--- src/rtl/seq_divider_pkg.sv ---
// Shared definitions for the iterative divider: state encoding and the
// quotient pattern returned for a zero divisor.
package div_pkg;

  typedef logic [1:0] state_t;

  localparam state_t IDLE = 2'd0;
  localparam state_t CALC = 2'd1;
  localparam state_t FIX  = 2'd2;
  localparam state_t DONE = 2'd3;

  // Wide enough for any practical WIDTH; users slice the low WIDTH bits.
  localparam logic [127:0] DZ_QUOTIENT = '1;

endpackage

--- src/rtl/seq_divider_if.sv ---
// Handshake and data bundle between the divider and its producer/consumer.
interface seq_divider_if #(
  parameter int WIDTH = 32
);
  logic             flush;
  logic             in_valid;
  logic             in_ready;
  logic             signed_div;
  logic [WIDTH-1:0] dividend;
  logic [WIDTH-1:0] divisor;
  logic             out_valid;
  logic             out_ready;
  logic [WIDTH-1:0] quotient;
  logic [WIDTH-1:0] remainder;
  logic             div_zero;

  modport master (
    output flush, in_valid, signed_div, dividend, divisor, out_ready,
    input  in_ready, out_valid, quotient, remainder, div_zero
  );

  modport slave (
    input  flush, in_valid, signed_div, dividend, divisor, out_ready,
    output in_ready, out_valid, quotient, remainder, div_zero
  );
endinterface

--- src/rtl/seq_divider_cond_negate.sv ---
// Conditional two's-complement negation, used for operand magnitudes and
// result sign fix-up.
module cond_negate #(
  parameter int WIDTH = 32
) (
  input  logic             en,
  input  logic [WIDTH-1:0] x,
  output logic [WIDTH-1:0] y
);
  assign y = en ? (~x + WIDTH'(1)) : x;
endmodule

--- src/rtl/seq_divider.sv ---
// Handshaked restoring divider: one quotient bit per cycle, signed or
// unsigned, with defined divide-by-zero result and synchronous flush.
//
//   state | meaning
//   IDLE  | ready for operands
//   CALC  | one restoring iteration per cycle, WIDTH cycles
//   FIX   | apply result signs or divide-by-zero pattern
//   DONE  | result held until out_ready
module seq_divider
  import div_pkg::*;
#(
  parameter int WIDTH = 32,
  parameter int CNT_W = $clog2(WIDTH) + 1
) (
  input  logic          clk,
  input  logic          rst_n,
  seq_divider_if.slave  bus
);

  state_t           state, state_nxt;
  logic [CNT_W-1:0] cnt;
  logic [WIDTH-1:0] rem, quo, dvs_mag, raw_dvd;
  logic             q_neg, r_neg, dz;
  logic [WIDTH-1:0] quotient_q, remainder_q;
  logic             div_zero_q;

  logic [WIDTH-1:0] dvd_abs, dvs_abs, q_fix, r_fix;
  logic [WIDTH:0]   upper, diff;
  logic             last_iter;

  cond_negate #(.WIDTH(WIDTH)) u_neg_dvd (
    .en (bus.signed_div & bus.dividend[WIDTH-1]),
    .x  (bus.dividend),
    .y  (dvd_abs)
  );

  cond_negate #(.WIDTH(WIDTH)) u_neg_dvs (
    .en (bus.signed_div & bus.divisor[WIDTH-1]),
    .x  (bus.divisor),
    .y  (dvs_abs)
  );

  cond_negate #(.WIDTH(WIDTH)) u_fix_quo (
    .en (q_neg),
    .x  (quo),
    .y  (q_fix)
  );

  cond_negate #(.WIDTH(WIDTH)) u_fix_rem (
    .en (r_neg),
    .x  (rem),
    .y  (r_fix)
  );

  // Shifted partial remainder is WIDTH+1 bits so the trial subtract cannot wrap.
  assign upper     = {rem, quo[WIDTH-1]};
  assign diff      = upper - {1'b0, dvs_mag};
  assign last_iter = (cnt == CNT_W'(WIDTH - 1));

  always_ff @(posedge clk or negedge rst_n) begin
    if (!rst_n) state <= IDLE;
    else        state <= state_nxt;
  end

  always_comb begin
    state_nxt = state;
    case (state)
      IDLE: if (bus.in_valid) state_nxt = (bus.divisor == '0) ? FIX : CALC;
      CALC: if (last_iter) state_nxt = FIX;
      FIX:  state_nxt = DONE;
      DONE: if (bus.out_ready) state_nxt = IDLE;
      default: state_nxt = IDLE;
    endcase
    if (bus.flush) state_nxt = IDLE;
  end

  always_comb begin
    bus.in_ready  = (state == IDLE);
    bus.out_valid = (state == DONE);
    bus.quotient  = quotient_q;
    bus.remainder = remainder_q;
    bus.div_zero  = div_zero_q;
  end

  always_ff @(posedge clk or negedge rst_n) begin
    if (!rst_n) begin
      cnt         <= '0;
      rem         <= '0;
      quo         <= '0;
      dvs_mag     <= '0;
      raw_dvd     <= '0;
      q_neg       <= 1'b0;
      r_neg       <= 1'b0;
      dz          <= 1'b0;
      quotient_q  <= '0;
      remainder_q <= '0;
      div_zero_q  <= 1'b0;
    end else if (bus.flush) begin
      cnt         <= '0;
      dz          <= 1'b0;
      quotient_q  <= '0;
      remainder_q <= '0;
      div_zero_q  <= 1'b0;
    end else begin
      case (state)
        IDLE: begin
          if (bus.in_valid) begin
            rem     <= '0;
            quo     <= dvd_abs;
            dvs_mag <= dvs_abs;
            raw_dvd <= bus.dividend;
            q_neg   <= bus.signed_div & (bus.dividend[WIDTH-1] ^ bus.divisor[WIDTH-1]);
            r_neg   <= bus.signed_div & bus.dividend[WIDTH-1];
            dz      <= (bus.divisor == '0);
            cnt     <= '0;
          end
        end
        CALC: begin
          if (!diff[WIDTH]) begin
            rem <= diff[WIDTH-1:0];
            quo <= {quo[WIDTH-2:0], 1'b1};
          end else begin
            rem <= upper[WIDTH-1:0];
            quo <= {quo[WIDTH-2:0], 1'b0};
          end
          cnt <= cnt + CNT_W'(1);
        end
        FIX: begin
          quotient_q  <= dz ? DZ_QUOTIENT[WIDTH-1:0] : q_fix;
          remainder_q <= dz ? raw_dvd : r_fix;
          div_zero_q  <= dz;
        end
        default: ;
      endcase
    end
  end

endmodule

--- src/flat_wrapper.sv ---
// flat-port wrapper written by rule: the top's interface ports become plain ports
module seq_divider_flat import div_pkg::*;
#(
  parameter int WIDTH = 32,
  parameter int CNT_W = $clog2(WIDTH) + 1
)
  (clk, rst_n, bus_flush, bus_in_valid, bus_signed_div, bus_dividend, bus_divisor, bus_out_ready, bus_in_ready, bus_out_valid, bus_quotient, bus_remainder, bus_div_zero);
  seq_divider_if #(.WIDTH(WIDTH)) bus_i ();
  input  logic clk;
  input  logic rst_n;
  input wire logic [$bits(bus_i.flush)-1:0] bus_flush;
  input wire logic [$bits(bus_i.in_valid)-1:0] bus_in_valid;
  input wire logic [$bits(bus_i.signed_div)-1:0] bus_signed_div;
  input wire logic [$bits(bus_i.dividend)-1:0] bus_dividend;
  input wire logic [$bits(bus_i.divisor)-1:0] bus_divisor;
  input wire logic [$bits(bus_i.out_ready)-1:0] bus_out_ready;
  output wire logic [$bits(bus_i.in_ready)-1:0] bus_in_ready;
  output wire logic [$bits(bus_i.out_valid)-1:0] bus_out_valid;
  output wire logic [$bits(bus_i.quotient)-1:0] bus_quotient;
  output wire logic [$bits(bus_i.remainder)-1:0] bus_remainder;
  output wire logic [$bits(bus_i.div_zero)-1:0] bus_div_zero;
  assign bus_i.flush = bus_flush;
  assign bus_i.in_valid = bus_in_valid;
  assign bus_i.signed_div = bus_signed_div;
  assign bus_i.dividend = bus_dividend;
  assign bus_i.divisor = bus_divisor;
  assign bus_i.out_ready = bus_out_ready;
  assign bus_in_ready = bus_i.in_ready;
  assign bus_out_valid = bus_i.out_valid;
  assign bus_quotient = bus_i.quotient;
  assign bus_remainder = bus_i.remainder;
  assign bus_div_zero = bus_i.div_zero;
  seq_divider #(.WIDTH(WIDTH), .CNT_W(CNT_W)) u_core (.clk(clk), .rst_n(rst_n), .bus(bus_i));
endmodule
--- config.mk ---
export PLATFORM = sky130hd
export DESIGN_NAME = seq_divider_flat
export DESIGN_NICKNAME = d
export VERILOG_FILES = /design/src/rtl/seq_divider_pkg.sv /design/src/rtl/seq_divider_if.sv /design/src/rtl/seq_divider_cond_negate.sv /design/src/rtl/seq_divider.sv /design/src/flat_wrapper.sv
export SDC_FILE = /design/constraint.sdc
export NUM_CORES = 1
export LEC_CHECK = 0
export BUFFER_PORTS_ARGS = -buffer_cell sky130_fd_sc_hd__buf_2
export CORE_ASPECT_RATIO = 1.4
export CORE_UTILIZATION = 53
export DETAILED_ROUTE_END_ITERATION = 8
export PLACE_DENSITY_LB_ADDON = 0.15
export SLEW_MARGIN = 20
export SYNTH_ARGS = -nofsm -noshare
export SYNTH_HDL_FRONTEND = slang
export SYNTH_HIERARCHICAL = 1
export SYNTH_SLANG_ARGS = --single-unit
export TNS_END_PERCENT = 20
--- constraint.sdc ---
create_clock -name clk -period 4 [get_ports clk]
set_input_delay 0 -clock clk [delete_from_list [all_inputs] [get_ports clk]]
set_output_delay 0 -clock clk [all_outputs]
set_load 0.05 [all_outputs]
==> impl_metrics.py <==
metrics = {
    "logic_synthesis": {
        "synth-seq-cells": 204,
        "ys.flop_type": "dfrtp_1",
        "synthArstFlopShare_pct": 100.0,
        "netlist_area_mm2": 0.01385,
        "netlist_instances": 1567,
        "synth.net_count": 1679,
        "synth_edf_count": 0,
        "ys_warn_count": 6,
        "ys_seq_area_share_pct": 36.85,
        "syn_avg_cell_area_um2": 8.841,
        "synth_cell_types": 64,
    },
    "placement": {
        "dpl_cell_area_mm2": 0.01472,
        "place_hpwl_mm": 26.97,
        "pre_cts_ws_ns": 0.4162,
        "io_buffers": 136,
        "place_congestion": 0.9366,
        "placed_cells": 1943,
    },
    "clock_network": {
        "cts-hold-fix-buffers": 69,
        "clk_pin_slew_worst_paths_ns": 0.06,
        "clock-sinks": 204,
        "cts_made_buffers": 21,
        "clkLatencyLatePin_ns": 0.50,
        "cts_tree": "done",
        "cts_resized": 0,
        "post_cts_buffers": 0,
        "cts.htree.levels": 1,
        "cts-root-buf": "clkbuf_16",
        "cts_max_path_buffers": 3,
    },
    "final_layout": {
        "fillers": 2189,
        "area_growth_pct": 16.07,
        "seq_area_mm2": 0.005107,
        "nNetsFinal": 1828,
        "drive_gt1_share_pct": 14.39,
        "multi_input_area_mm2": 0.008214,
        "finalNonFillerCells": 2049,
        "finish.instance_area_mm2": 0.01608,
        "diodes": 0,
        "final_util_pct": 62.93,
    },
    "global_routing": {
        "use_met3_pct": 2.450,
        "grt_usage_pct": 27.95,
        "grt_pass1_vias": 11860,
        "grt_pass1_wl_mm": 60.60,
        "grt_max_degree": 127,
        "grt_util_met1_pct": 32.08,
        "antenna_found_initial": 0,
        "overflow": 0,
        "grt_busiest_layer": "met2",
        "use_met2_pct": 52.15,
    },
    "setup_path": {
        "endpoint_kind": "register",
        "crit_path_start_kind": "register",
        "cpPeakStageDelay_ns": 0.42,
        "crit_slowest_cell": "fa_1",
        "worstPathCellList": "inv_1 -> ha_1 -> inv_1 -> fa_1 -> a211oi_2 -> o211ai_2 -> a31oi_4 -> nand4_1 -> a21o_2 -> a31oi_4 -> xnor2_4 -> buf_4 -> mux2i_1 -> o21ai_1",
        "required_ns": 4.35,
        "path_buf_inv": 3,
        "cp_top_family": "compound AO/OA/AOI/OAI gates",
        "path_max_fanout": 21,
        "crit_type": "reg -> reg",
        "cp.arrival_ns": 3.98,
    },
    "drt": {
        "first_pass_iters": 7,
        "wl_per_cell_um": 18.07,
        "finalWirelength_mm": 37.02,
        "vias_per_cell": 5.821,
        "vias": 11930,
        "drtIter0Drc": 652,
        "ant_nets": 0,
        "drc": 14,
    },
    "job": {
        "max_cap_violations": 0,
    },
    "power_and_ir_drop": {
        "p_leak_nw": 6.933,
        "peakVddDrop_v": 0.0002683,
        "finalPower_mw": 9.765,
        "powerDensity_mw_per_mm2": 607.2,
    },
    "status": {
        "outcome": "finished, violations left",
        "violations": "DRC",
    },
    "timing": {
        "fin_tns_setup_ns": 0,
        "finalMaxSlewViolations": 0,
        "setup_viol": 0,
        "rsz0062_at_grt": "no",
        "max_freq_mhz": 275.5,
        "tightest_slew_ns": 1.048,
        "hold_ws_ns": 0.03528,
        "layout_setup_ws_ns": 0.3705,
        "hold_violations": 0,
        "clock_skew_ns": 0.007046,
        "period_share_pct": 90.74,
        "maxSlewHeadroom_pct": 30.11,
        "min_period_ns": 3.630,
    },
    "floorplanning": {
        "rows": 69,
        "die_width_um": 138.6,
        "io_pins": 137,
        "start_util_pct": 54.22,
        "die_h_um": 193.3,
        "die_area_mm2": 0.02680,
        "core_mm2": 0.02555,
    },
    "hold_path": {
        "holdCritPathClass": "in -> reg",
    },
}
cells in the mapped netlist (8+ instances only):
cell	number	area (um^2)
buf_1	12	45.04
nor4_4	16	340.3
dfrtp_1	204	5105
o21ai_1	28	140.1
nor4_1	15	93.84
a31oi_1	11	68.82
nand2b_1	18	112.6
a211oi_1	68	510.5
ha_1	41	513.0
or2b_1	8	60.06
nor3_1	14	70.07
nand4_1	21	131.4
o21ai_0	117	585.6
mux2i_1	95	950.9
o41ai_2	16	260.3
nand2_1	266	998.5
o41ai_1	23	201.4
nand3_1	29	145.1
xnor2_1	134	1174
xor2_1	16	140.1
o31ai_1	33	247.7
a21oi_1	27	135.1
nor2_1	139	521.8
clkbuf_1	72	270.3
nor2b_1	8	50.05
a21o_1	15	112.6
inv_1	45	168.9
placed cells by master, fill, tap and decap left out, types with 15 or more instances in the layout:
cell type and instances:
nand2_1 266, dfrtp_1 202, nor2_1 137, buf_2 135, xnor2_1 134, o21ai_0 117
mux2i_1 95, dlygate4sd3_1 69, a211oi_1 68, inv_1 45, ha_1 39, o31ai_1 33
nand3_1 29, o21ai_1 28, a21oi_1 27, o41ai_1 23, clkbuf_16 21, nand4_1 21
nand2b_1 18, xor2_1 16, nor4_4 16, o41ai_2 16, a21o_1 15, nor4_1 15
layout make-up:
cell class	instances	share of cell area (%)
Multi-Input combinational cell	1224	51.08
Sequential cell	204	31.76
Timing Repair Buffer	220	9.438
Clock buffer	30	3.789
Tap cell	319	2.482
Inverter	45	1.050
Clock inverter	7	0.3968
worst paths after layout:
check                              startpoint                       to  slack [ns]  depth (start not counted)
hold / removal                  bus_out_ready          u_core/state[0]        0.04                          5
hold reg to reg            u_core/raw_dvd[31]       u_core/raw_dvd[31]        0.48                          2
setup / recovery               u_core/quo[31]           u_core/rem[24]        0.37                         14
max in group asynchronous               rst_n  u_core/bus.quotient[19]        2.77                          3
setup reg to reg               u_core/quo[31]           u_core/rem[24]        0.37                         14
min in group asynchronous               rst_n            u_core/cnt[0]        0.08                          2
per-layer routing:
metal,wire length [um],part of all wire (%),up-vias
met4,1695,4.6,0
met1,14710,40,5687
met3,1393,3.8,86
li1,-,-,5837
met2,19210,52,318
met5,0,0,-
flip-flops by register name, summed over array words and instances, names as in the netlist:
signal and count:
u_core/r_neg 1, u_core/bus.remainder 32, u_core/bus.quotient 32, u_core/dvs_mag 32
u_core/quo 32, u_core/state 2, u_core/rem 32, u_core/cnt 6
u_core/raw_dvd 32, u_core/bus.div_zero 1, u_core/q_neg 1, u_core/dz 1
cells by family after synthesis:
group                    Yosys count  share of synthesized area (%)
buffers and inverters            139                          4.082
XOR/XNOR                         151                          9.681
multiplexers                      98                          7.134
adder cells (fa/ha/maj)           42                          3.847
AO/OA/AOI/OAI                    370                          18.58
flip-flops                       204                          36.85
AND/OR/NAND/NOR                  563                          19.83
worst min-delay path: cells and delay by family:
kind	cells	cell delay (ns)
AND/OR/NAND/NOR	2	0.20
buffers and inverters	1	0.07
AO/OA/AOI/OAI	2	0.22
where the power goes:
part	switching (mW)	total, mW	internal [mW]
clock network	0.809	1.93	1.12
registers	0.649	3.34	2.69
logic	2.84	4.49	1.65
Note: power is estimated with default switching activity, not from simulation.
